[src/rtl/fifo_wr_arbiter_pkg.sv]
// Shared definitions for the FIFO write-port arbiter: FSM encodings and burst counter width.
// Optional build macro FIFO_ARB_PRIO_EN is consumed by rr_pick.
package fifo_wr_arbiter_pkg;

   localparam int unsigned CNT_W = 4;

   typedef enum logic {
      ST_IDLE = 1'b0,
      ST_LOCK = 1'b1
   } state_t;

endpackage

[src/rtl/fifo_wr_arbiter_rr_pick.sv]
// Combinational round-robin picker: first set req index starting at ptr+1 mod NREQ.
// With FIFO_ARB_PRIO_EN defined, req[0] always wins the pick.
module rr_pick #(
   parameter int unsigned NREQ = 4,
   parameter int unsigned IW   = 2
) (
   input  logic [NREQ-1:0] req,
   input  logic [IW-1:0]   ptr,
   output logic            found,
   output logic [IW-1:0]   idx
);

   always_comb begin
      found = 1'b0;
      idx   = '0;
      for (int i = 1; i <= int'(NREQ); i++) begin
         if (!found && req[(int'(ptr) + i) % int'(NREQ)]) begin
            found = 1'b1;
            idx   = IW'((int'(ptr) + i) % int'(NREQ));
         end
      end
`ifdef FIFO_ARB_PRIO_EN
      if (req[0]) begin
         found = 1'b1;
         idx   = '0;
      end
`endif
   end

endmodule

[src/rtl/fifo_wr_arbiter.sv]
// Round-robin arbiter sharing the FIFO write port among NREQ requesters with burst locking.
// Build macro FIFO_ARB_PRIO_EN gives requester 0 priority at each arbitration.
module fifo_wr_arbiter
   import fifo_wr_arbiter_pkg::*;
#(
   parameter int unsigned B        = 8,
   parameter int unsigned NREQ     = 4,
   parameter int unsigned IW       = 2,
   parameter int unsigned MAXBURST = 4
) (
   input  logic            CLK,
   input  logic            RESET,
   input  logic [NREQ-1:0] req,
   input  logic [NREQ*B-1:0] w_data_in,
   output logic [NREQ-1:0] ack,
   output logic            fifo_wr,
   output logic [B-1:0]    fifo_w_data,
   input  logic            fifo_full,
   output logic [IW-1:0]   owner,
   output logic            busy
);

   state_t           state_q, state_d;
   logic [IW-1:0]    ptr_q, ptr_d;
   logic [IW-1:0]    owner_q, owner_d;
   logic [CNT_W-1:0] cnt_q, cnt_d;
   logic             found;
   logic [IW-1:0]    idx;
   logic             xfer;
   logic             release_lock;

   rr_pick #(
      .NREQ (NREQ),
      .IW   (IW)
   ) u_rr_pick (
      .req   (req),
      .ptr   (ptr_q),
      .found (found),
      .idx   (idx)
   );

   always_comb begin
      state_d      = state_q;
      ptr_d        = ptr_q;
      owner_d      = owner_q;
      cnt_d        = cnt_q;
      ack          = '0;
      release_lock = 1'b0;
      // Writes are suppressed while RESET is high so an aborted burst never lands in the FIFO.
      xfer         = (state_q == ST_LOCK) && req[owner_q] && !fifo_full && !RESET;
      fifo_wr      = xfer;
      fifo_w_data  = w_data_in[owner_q*B +: B];
      busy         = (state_q == ST_LOCK);
      owner        = owner_q;

      unique case (state_q)
         ST_IDLE: begin
            if (found) begin
               owner_d = idx;
               cnt_d   = '0;
               state_d = ST_LOCK;
            end
         end
         ST_LOCK: begin
            if (!req[owner_q]) begin
               release_lock = 1'b1;
            end else if (xfer) begin
               ack[owner_q] = 1'b1;
               cnt_d        = cnt_q + 1'b1;
               if (cnt_q == CNT_W'(MAXBURST - 1)) begin
                  release_lock = 1'b1;
               end
            end
         end
         default: state_d = ST_IDLE;
      endcase

      if (release_lock) begin
         state_d = ST_IDLE;
`ifdef FIFO_ARB_PRIO_EN
         // Requester 0 bursts leave ptr alone so 1..NREQ-1 keep their rotation.
         if (owner_q != '0) begin
            ptr_d = owner_q;
         end
`else
         ptr_d = owner_q;
`endif
      end
   end

   always_ff @(posedge CLK) begin
      if (RESET) begin
         state_q <= ST_IDLE;
         ptr_q   <= IW'(NREQ - 1);
         owner_q <= '0;
         cnt_q   <= '0;
      end else begin
         state_q <= state_d;
         ptr_q   <= ptr_d;
         owner_q <= owner_d;
         cnt_q   <= cnt_d;
      end
   end

endmodule

[config.mk]
export PLATFORM = sky130hd
export DESIGN_NAME = fifo_wr_arbiter
export DESIGN_NICKNAME = d
export VERILOG_FILES = /design/src/rtl/fifo_wr_arbiter_pkg.sv /design/src/rtl/fifo_wr_arbiter_rr_pick.sv /design/src/rtl/fifo_wr_arbiter.sv
export SDC_FILE = /design/constraint.sdc
export NUM_CORES = 1
export LEC_CHECK = 0
export BUFFER_PORTS_ARGS = -buffer_cell sky130_fd_sc_hd__buf_4
export CAP_MARGIN = 0
export CORE_MARGIN = 3
export CORE_UTILIZATION = 36
export DETAILED_ROUTE_END_ITERATION = 8
export PLACE_DENSITY = 0.79
export SETUP_SLACK_MARGIN = 0.4
export SLEW_MARGIN = 10
export SYNTH_ARGS = -nofsm -noshare
export SYNTH_HDL_FRONTEND = slang
export SYNTH_SLANG_ARGS = --single-unit
[constraint.sdc]
create_clock -name CLK -period 1.57 [get_ports CLK]
set_clock_uncertainty 0.15 [all_clocks]
set_input_delay 0.157 -clock CLK [delete_from_list [all_inputs] [get_ports CLK]]
set_output_delay 0.157 -clock CLK [all_outputs]
set_load 0.02 [all_outputs]
=== Word-level counts from Yosys, hierarchy flattened ===
Cells that the tools add are included.

* Flip-flop bits (word level): 9

* Add/sub/neg operators: 5
* $lt $le $gt $ge: 6
* Equality and inequality tests: 4
* Shift operators: 1
* Muxes and demuxes: 37
* Bitwise logic cells: 5
* Reduce and logical (&&, ||, !) cells: 19

{| class="wikitable"
|+ Operator list
! operator !! count
|-
| $shiftx 32x6->8 || 1
|-
| $mux 4 || 6
|-
| $mux 1 || 20
|-
| $lt 3x4->1 const B || 4
|-
| $bmux 1 s2 || 5
|-
| $reduce_or 2->1 || 5
|-
| $mux 2 || 4
|-
| $pmux 4 s2 || 1
|-
| $logic_and 1x1->1 || 7
|-
| $logic_not 1->1 || 5
|-
| $add 2x1->2 const B || 2
|-
| $add 2x2->2 const B || 2
|-
| $add 4x1->4 const B || 1
|-
| $and 1x1->1 const A || 4
|-
| $eq 4x2->1 const B || 1
|-
| $ne 2x2->1 const B || 2
|-
| $lt 2x3->1 const B || 1
|-
| $reduce_and 3->1 || 1
|-
| $demux 1 s2 || 1
|-
| $ge 2x1->1 const B || 1
|-
| $ne 2x1->1 const B || 1
|-
| $reduce_and 2->1 || 1
|-
| $not 1->1 || 1
|}

=== Depth between registers and ports, before layout ===
Gate-level depths: netlist (run 1).

* Word-level depth: 18
* Gate-level depth with buffers: 6

=== Cells and area by module ===
A second synthesis (run 1) with hierarchy kept.

* Cell total of the unflattened synthesis: 80
* Area, all modules: 787.0 um2

{| class="wikitable"
|+ By module, submodules not included
! module !! instances !! cells each !! area each (um2)
|-
| fifo_wr_arbiter || 1 || 66 || 695.7
|-
| rr_pick || 1 || 14 || 91.3
|}

=== Worst setup path before layout (run 1) ===
Ideal clock, no wire load.

* Path type: register -> output
* Start: register state_q (netlist: busy)
* End: output ack[0]
* Arrival: 1.542 ns
* Data required time: 1.263 ns
* Slack: -0.279 ns
* Cell stages (with the launch flop): 3
* Path buffers: 0
* Cell sequence: dfxtp_1 > or3b_4 > nor4_1

* Longest elaborated chain between the ends: 6

{| class="wikitable"
|+ RTL lines
! item !! line !! source
|-
| start: declaration || fifo_wr_arbiter.sv:23 || <nowiki>state_t state_q, state_d;</nowiki>
|-
| start signal: assignment || fifo_wr_arbiter.sv:98 || <nowiki>state_q <= state_d;</nowiki>
|-
| $logic_and 1x1->1 (3 in series) || fifo_wr_arbiter.sv:50 || <nowiki>xfer = (state_q == ST_LOCK) && req[owner_q] && !fifo_full && !RESET;</nowiki>
|-
| $mux 4 || fifo_wr_arbiter.sv:67 || <nowiki>end else if (xfer) begin</nowiki>
|-
| $mux 4 || fifo_wr_arbiter.sv:65 || <nowiki>if (!req[owner_q]) begin</nowiki>
|-
| $mux 4 (*) || fifo_wr_arbiter.sv:56 || <nowiki>unique case (state_q)</nowiki>
|-
| end: declaration || fifo_wr_arbiter.sv:15 || <nowiki>output logic [NREQ-1:0] ack,</nowiki>
|}

Every way passes the cells marked *; elsewhere a longest branch is shown, timed or not.

=== Worst setup path after layout (run 1) ===
* Start: register owner_q[0] (netlist: owner[0])
* End: output fifo_wr

* Longest elaborated chain between the ends: 5

{| class="wikitable"
|+ RTL lines
! item !! line !! source
|-
| start: declaration || fifo_wr_arbiter.sv:25 || <nowiki>logic [IW-1:0] owner_q, owner_d;</nowiki>
|-
| start signal: assignment || fifo_wr_arbiter.sv:100 || <nowiki>owner_q <= owner_d;</nowiki>
|-
| $bmux 1 s2 || fifo_wr_arbiter.sv:50 ||
|-
| $mux 1 (implied by the code) || fifo_wr_arbiter.sv:50 ||
|-
| $logic_and 1x1->1 (3 in series) || fifo_wr_arbiter.sv:50 ||
|-
| end: declaration || fifo_wr_arbiter.sv:16 || <nowiki>output logic fifo_wr,</nowiki>
|}

No other way between the ends. The select of a mux whose other input is x is not followed.

==> out/metrics.yaml, run 1 <==
outcome:
  status: "finished, violations left"
  failed_checks: "negative setup slack"
timing:
  rsz0062_at_grt: "true"
  drv_slew: 0
  fin_ws_ns: -0.222
  finalCritPeriodShare_pct: 114
  tightest_slew_ns: 0.322
  max_freq_mhz: 558
  setup_violations: 21
  min_period_ns: 1.79
  relSlewSlack_pct: 78.5
  finalHoldViolCount: 0
logic_synthesis:
  mappedNetlistArea_um2: 768
  yosysWarnings: 0
  synth_area_leaders: "dfxtp_1 (23%), mux4_2 (23%), nand3_1 (4.6%)"
  syn_nets: 126
  synth_xor_area_share_pct: 0
  synth.distinct_cells: 31
  synth_compound_area_share_pct: 18.9
  synth_top_family_by_area: "multiplexers"
  syn_area_per_cell_um2: 8.93
  yosysTopAreaCellShare_pct: 23.5
  ys_seq_area_share_pct: 23.5
  yosysTopAreaCell: "dfxtp_1"
  synth_seq_cells: 9
  synth_simple_gate_area_share_pct: 22.3
  synth_adder_area_share_pct: 1.63
  synthCells: 86
  muxShareOfSynthArea_pct: 26.9
final_layout:
  n_antenna_cell: 0
  drive_gt1_share_pct: 72.6
  fin_util_pct: 80.4
  nFillCells: 123
  multi_input_area_um2: 647
  area_delta_synth_final_pct: 107
  final-seq-area_um2: 193
  final_nets: 198
worst_hold_path:
  whs_path_depth: 3
  hold_path_class: "primary input to flip-flop"
clocking:
  holdBufCountCts: 0
  root_buffer: "clkbuf_4"
  cts.clk_slew.worst_paths_ns: 0.06
  numCtsBuffers: 3
  clk_path_buf_depth: 2
  htree_levels: 1
  cts_tree: "done"
  clock_latency_ns: 0.27
  cts.sinks: 9
power:
  p_leak_nw: 0.678
  pwr-share-seq_pct: 25.8
  p_int_uw: 690
  power_frac_comb_pct: 56.5
  ir_drop_v: 0.000609
  clockPowerShare_pct: 17.7
  powerDensity_nw_per_um2: 664
  p_sw_uw: 369
  switching_share_pct: 34.9
setup_path:
  worstPathMaxFanout: 3
  end_kind: "output pin"
  required_ns: 1.26
  critical_path_class: "flip-flop to output pin"
  reg2reg_depth: 7
  arrival_ns: 1.49
  crit_path_start_kind: "flip-flop"
global_route:
  busiest_layer: "met2"
  gr-usage-met1_pct: 23.9
  grt_pass1_vias: 997
  grt-ovfl-total: 0
  grt_pass1_wl_mm: 4.42
  grt_util_all_layers_pct: 21.5
  grt_max_degree: 16
  gr-usage-met3_pct: 6.55
  antenna_found_initial: 0
  met2_usage_pct: 39.3
detailed_routing:
  wl_per_cell_um: 16.2
  drt-vias-per-instance: 5.67
  num_vias: 1043
  drtIter0Drc: 16
  postRouteAntennaNets: 0
  wl_mm: 2.97
  drc: 0
  firstDrtPassIters: 4
placed_design:
  hpwl_mm: 2.05
  finalWeightedCongestion: 0.848
  port-buffer-count: 54
  place_ws_ns: -0.0786
floorplanning:
  fp-row-count: 16
  fp.dieW_um: 52.2
  core_area_um2: 1980
  pin_count: 55
  die_area_um2: 2720
  die_height_um: 52.2
  start_util_pct: 38.8
job:
  drv_cap: 0
-- layout make-up --
class	instances	share of cell area, %
Timing Repair Buffer	72	41.5
Multi-Input combinational cell	64	40.6
Sequential cell	9	12.1
Tap cell	27	2.12
Inverter	8	2.04
Clock buffer	4	1.65
-- registers in the layout (all words and copies together) (netlist names) --
register,flops
cnt_q,4
busy,1
owner,2
ptr_q,2
-- Yosys cell counts --
cell       number
o41a_1          1
o41ai_1         1
mux4_1          1
o22ai_1         2
or2_2           2
nor3b_1         1
a31oi_1         1
o21ai_0         5
nand2_1         8
mux4_2          8
or4_1           1
or3_1           1
ha_1            1
nand2b_1        1
o311ai_0        3
nor2b_1         1
nand2_2         1
or3b_4          1
nor2_1          4
inv_1           8
a211oi_1        1
nor4_1          2
a221oi_1        1
nand3_1         7
dfxtp_1         9
buf_2           3
a22oi_1         2
a2111oi_0       1
a21oi_1         3
clkbuf_1        2
nor3_1          3
-- power groups by stage --
stage	logic, mW	clock network (mW)	registers, mW
after floorplan	0.247	0	0.288
after global placement	0.451	0	0.268
after detailed placement	0.462	0	0.270
after CTS	0.539	0.194	0.269
after global routing	0.634	0.206	0.276
final	0.598	0.188	0.273
-- cells in the final DEF (no fill, tap or decap), types with 2 or more instances in the layout --
cell,Yosys,routed
buf_4,0,50
buf_12,0,2
o21ai_0,5,2
a22oi_1,2,2
mux4_2,8,9
nand3_1,7,5
dfxtp_2,0,4
dfxtp_4,0,2
o311ai_1,0,3
buf_8,0,2
clkbuf_4,0,3
o21ai_1,0,2
nor3_2,0,3
inv_1,8,7
nand3_2,0,2
a21oi_2,0,2
nand2_1,8,6
nor2_1,4,3
dfxtp_1,9,3
nand2_2,1,2
buf_6,0,17
-- routing by layer --
| metal | part of all wire, % | up-vias | wire length [µm] |
|---|---|---|---|
| met5 | 0 | - | 0 |
| met1 | 38 | 504 | 1120 |
| met3 | 8.7 | 4 | 258 |
| met4 | 0.84 | 0 | 25 |
| li1 | - | 481 | - |
| met2 | 53 | 54 | 1570 |
-- critical path: stages (launching register included) --
cell     delay, ns
dfxtp_4       0.39
mux4_2        0.56
nand2_4       0.11
inv_4         0.04
buf_6         0.12
-- worst paths after layout --
path                            slack (ns)  startpoint        to
worst max-delay path                 -0.22    owner[0]   fifo_wr
worst min-delay path                  0.11       RESET  cnt_q[2]
worst max register to register       -0.19        busy  cnt_q[3]
worst min register to register        0.36    cnt_q[1]  cnt_q[1]
-- through the flow --
| stage | instances | TNS [ns] | hold WS [ns] | total power [mW] | instance area, µm² |
|---|---|---|---|---|---|
| floorplan | 86 | -0.288 | 0.253 | 0.535 | 833 |
| global placement | 173 | -0.0482 | 0.326 | 0.719 | 1310 |
| detailed placement | 173 | -0.157 | 0.349 | 0.732 | 1310 |
| CTS | 179 | -2.55 | 0.0688 | 1.00 | 1460 |
| global route | 184 | -3.81 | 0.103 | 1.12 | 1590 |
| finish | 184 | -2.90 | 0.112 | 1.06 | 1590 |
-- cell families after synthesis --
| logic type | after synthesis |
|---|---|
| flip-flops | 9 |
| adder cells (fa/ha/maj) | 1 |
| AO/OA/AOI/OAI | 21 |
| buffers and inverters | 13 |
| multiplexers | 9 |
| AND/OR/NAND/NOR | 33 |
-- timing repair --
| item | 4_1_cts | 5_1_grt |
|---|---|---|
| gates cloned | 0 | 1 |
| pin swaps | 11 | 11 |
| resized for setup | 32 | 19 |
| buffers inserted | 2 | 4 |
| endpoints found under the setup margin | 25 | 25 |
Power figures use the tool's default switching activity.
==> inputs of run 2 (changes only) <==
CORE_UTILIZATION = 38   (was 36)
CTS_BUF_LIST = sky130_fd_sc_hd__clkbuf_4   (was unset)
PLACE_DENSITY = 0.82   (was 0.79)
==> run 2 against run 1 <==
Fmax decreased by 0.44%. Die area decreased by 4.7%. Global-route usage increased by 7.7 points. Design area increased by 6.6%. First-iteration DRC count increased to 2.5 times the previous value. Routed wire length increased by 48%. Register-to-register slack got worse by 0.03 ns. Largest power group unchanged. The flow still finishes with violations (negative setup slack). Total power increased by 10%.
==> out/metrics.yaml, run 2 (synthesized netlist as in run 1, its figures left out) <==
floorplanning:
  fp.dieW_um: 51.0
  die_height_um: 51.0
  start_util_pct: 42.2
  pin_count: 55
  fp-row-count: 15
  core_area_um2: 1820
  die_area_um2: 2600
power:
  switching_share_pct: 36.3
  power_frac_comb_pct: 58.3
  pwr-share-seq_pct: 23.9
  clockPowerShare_pct: 17.8
  p_int_uw: 742
  p_sw_uw: 423
  p_total_mw: 1.17
  powerDensity_nw_per_um2: 686
  ir_drop_v: 0.000897
  p_leak_nw: 0.721
detailed_routing:
  drtIter0Drc: 40
  firstDrtPassIters: 4
  wl_per_cell_um: 23.4
  wl_mm: 4.39
  num_vias: 1130
  drc: 0
  drt-vias-per-instance: 6.01
  postRouteAntennaNets: 0
clocking:
  clk_path_buf_depth: 2
  htree_levels: 1
  cts_tree: "done"
  cts.sinks: 9
  holdBufCountCts: 0
  root_buffer: "clkbuf_4"
  cts.clk_slew.worst_paths_ns: 0.06
  clock_latency_ns: 0.27
  numCtsBuffers: 3
timing:
  max_freq_mhz: 556
  finalHoldViolCount: 0
  min_period_ns: 1.80
  setup_violations: 20
  finalCritPeriodShare_pct: 115
  setup-tns-final_ns: -3.32
  hold_slack_ns: 0.0874
  fin_ws_ns: -0.230
  relSlewSlack_pct: 78.3
  rsz0062_at_grt: "true"
  tightest_slew_ns: 0.323
  drv_slew: 0
setup_path:
  required_ns: 1.26
  critical_path_class: "flip-flop to output pin"
  r2r-end: "cnt_q[3]"
  reg2reg_slack_ns: -0.22
  crit_path_start_kind: "flip-flop"
  worstPathMaxFanout: 3
  arrival_ns: 1.49
  critPathBufInv: 2
  reg2reg_depth: 6
  crit_chain: "mux4_2, nand2_4, inv_4, buf_6"
  end_kind: "output pin"
  slowest_delay_ns: 0.56
  r2r-start: "owner[0]"
  cp_top_family: "multiplexers"
  critPathSlowestCell: "mux4_2"
global_route:
  grt_util_all_layers_pct: 29.2
  busiest_layer: "met2"
  antenna_found_initial: 0
  grt_max_degree: 11
  grt_pass1_wl_mm: 5.64
  met2_usage_pct: 56.9
  gr-usage-met3_pct: 7.87
  grt_pass1_vias: 1159
  grt-ovfl-total: 0
  gr-usage-met1_pct: 30.1
outcome:
  failed_checks: "negative setup slack"
  status: "finished, violations left"
final_layout:
  n_antenna_cell: 0
  most-common-layout-cells: "buf_4 (54), buf_6 (19), mux4_2 (9)"
  top_register: "cnt_q"
  final-seq-area_um2: 199
  nFillCells: 59
  final_cells: 188
  drive_gt1_share_pct: 75.5
  area_delta_synth_final_pct: 121
  multi_input_area_um2: 679
  largest_reg_flops: 4
  layout_commonest_cell: "buf_4"
  final_nets: 204
placed_design:
  finalWeightedCongestion: 0.820
  port-buffer-count: 54
  hpwl_mm: 2.28
  dp.cells: 175
worst_hold_path:
  hold_path_class: "primary input to flip-flop"
  whs_path_depth: 3
  min_from: "RESET"
  whs_endpoint: "cnt_q[2]"
job:
  drv_cap: 0
[run 2: cell types whose count changed in the layout (fill, tap and decap cells not counted), sizes merged]
cell  previous run  this run
buf             71        77
[run 2: layout make-up]
type / instances / area share (%)
Tap cell: 25 / 1.84
Inverter: 8 / 1.91
Sequential cell: 9 / 11.7
Clock buffer: 4 / 1.77
Timing Repair Buffer: 78 / 42.8
Multi-Input combinational cell: 64 / 40.0
[run 2: worst reg2reg max path: cells and delay by family, from the launching register on]
family	cells	cell delay (ns)
DFF	1	0.38
buffers and inverters	2	0.21
and+or+nand+nor	2	0.19
AOI/OAI and AO/OA	1	0.20
muxes	1	0.56
[run 2: power groups by stage]
stage | clock [mW] | sequential (mW) | combinational (mW)
detailed placement | 0 | 0.267 | 0.477
global placement | 0 | 0.266 | 0.464
finish | 0.207 | 0.279 | 0.680
CTS | 0.209 | 0.272 | 0.607
global route | 0.220 | 0.280 | 0.706
floorplan | 0 | 0.288 | 0.247
[run 2: metal layers]
metal  share of wire, %  wire (µm)
met4                3.3        147
met1                 34       1490
met2                 56       2450
met5                  0          0
met3                6.9        302
[run 2: worst max path at each step]
stage	end	cells past startpoint	start	slack, ns
global placement	ptr_q[1]	4	busy	-0.04
finish	fifo_wr	4	owner[0]	-0.23
global route	fifo_wr	4	owner[0]	-0.26
detailed placement	ptr_q[0]	4	busy	-0.09
CTS	fifo_wr	4	owner[0]	-0.19
floorplan	ptr_q[0]	4	busy	-0.12
[run 2: per-stage QoR]
step / util, % / worst slack [ns] / instance area, µm²
finish: 93.3 / -0.230 / 1700
global route: 93.3 / -0.259 / 1700
CTS: 88.7 / -0.191 / 1610
detailed placement: 73.7 / -0.0906 / 1340
global placement: 73.7 / -0.0350 / 1340
floorplan: - / -0.122 / 833
[run 2: timing repair]
| action | in CTS | in global routing |
|---|---|---|
| cloned | 1 | 1 |
| resized for setup | 46 | 14 |
| setup endpoints to repair | 25 | 25 |
| pin swaps | 13 | 7 |
| buffers inserted | 6 | 1 |
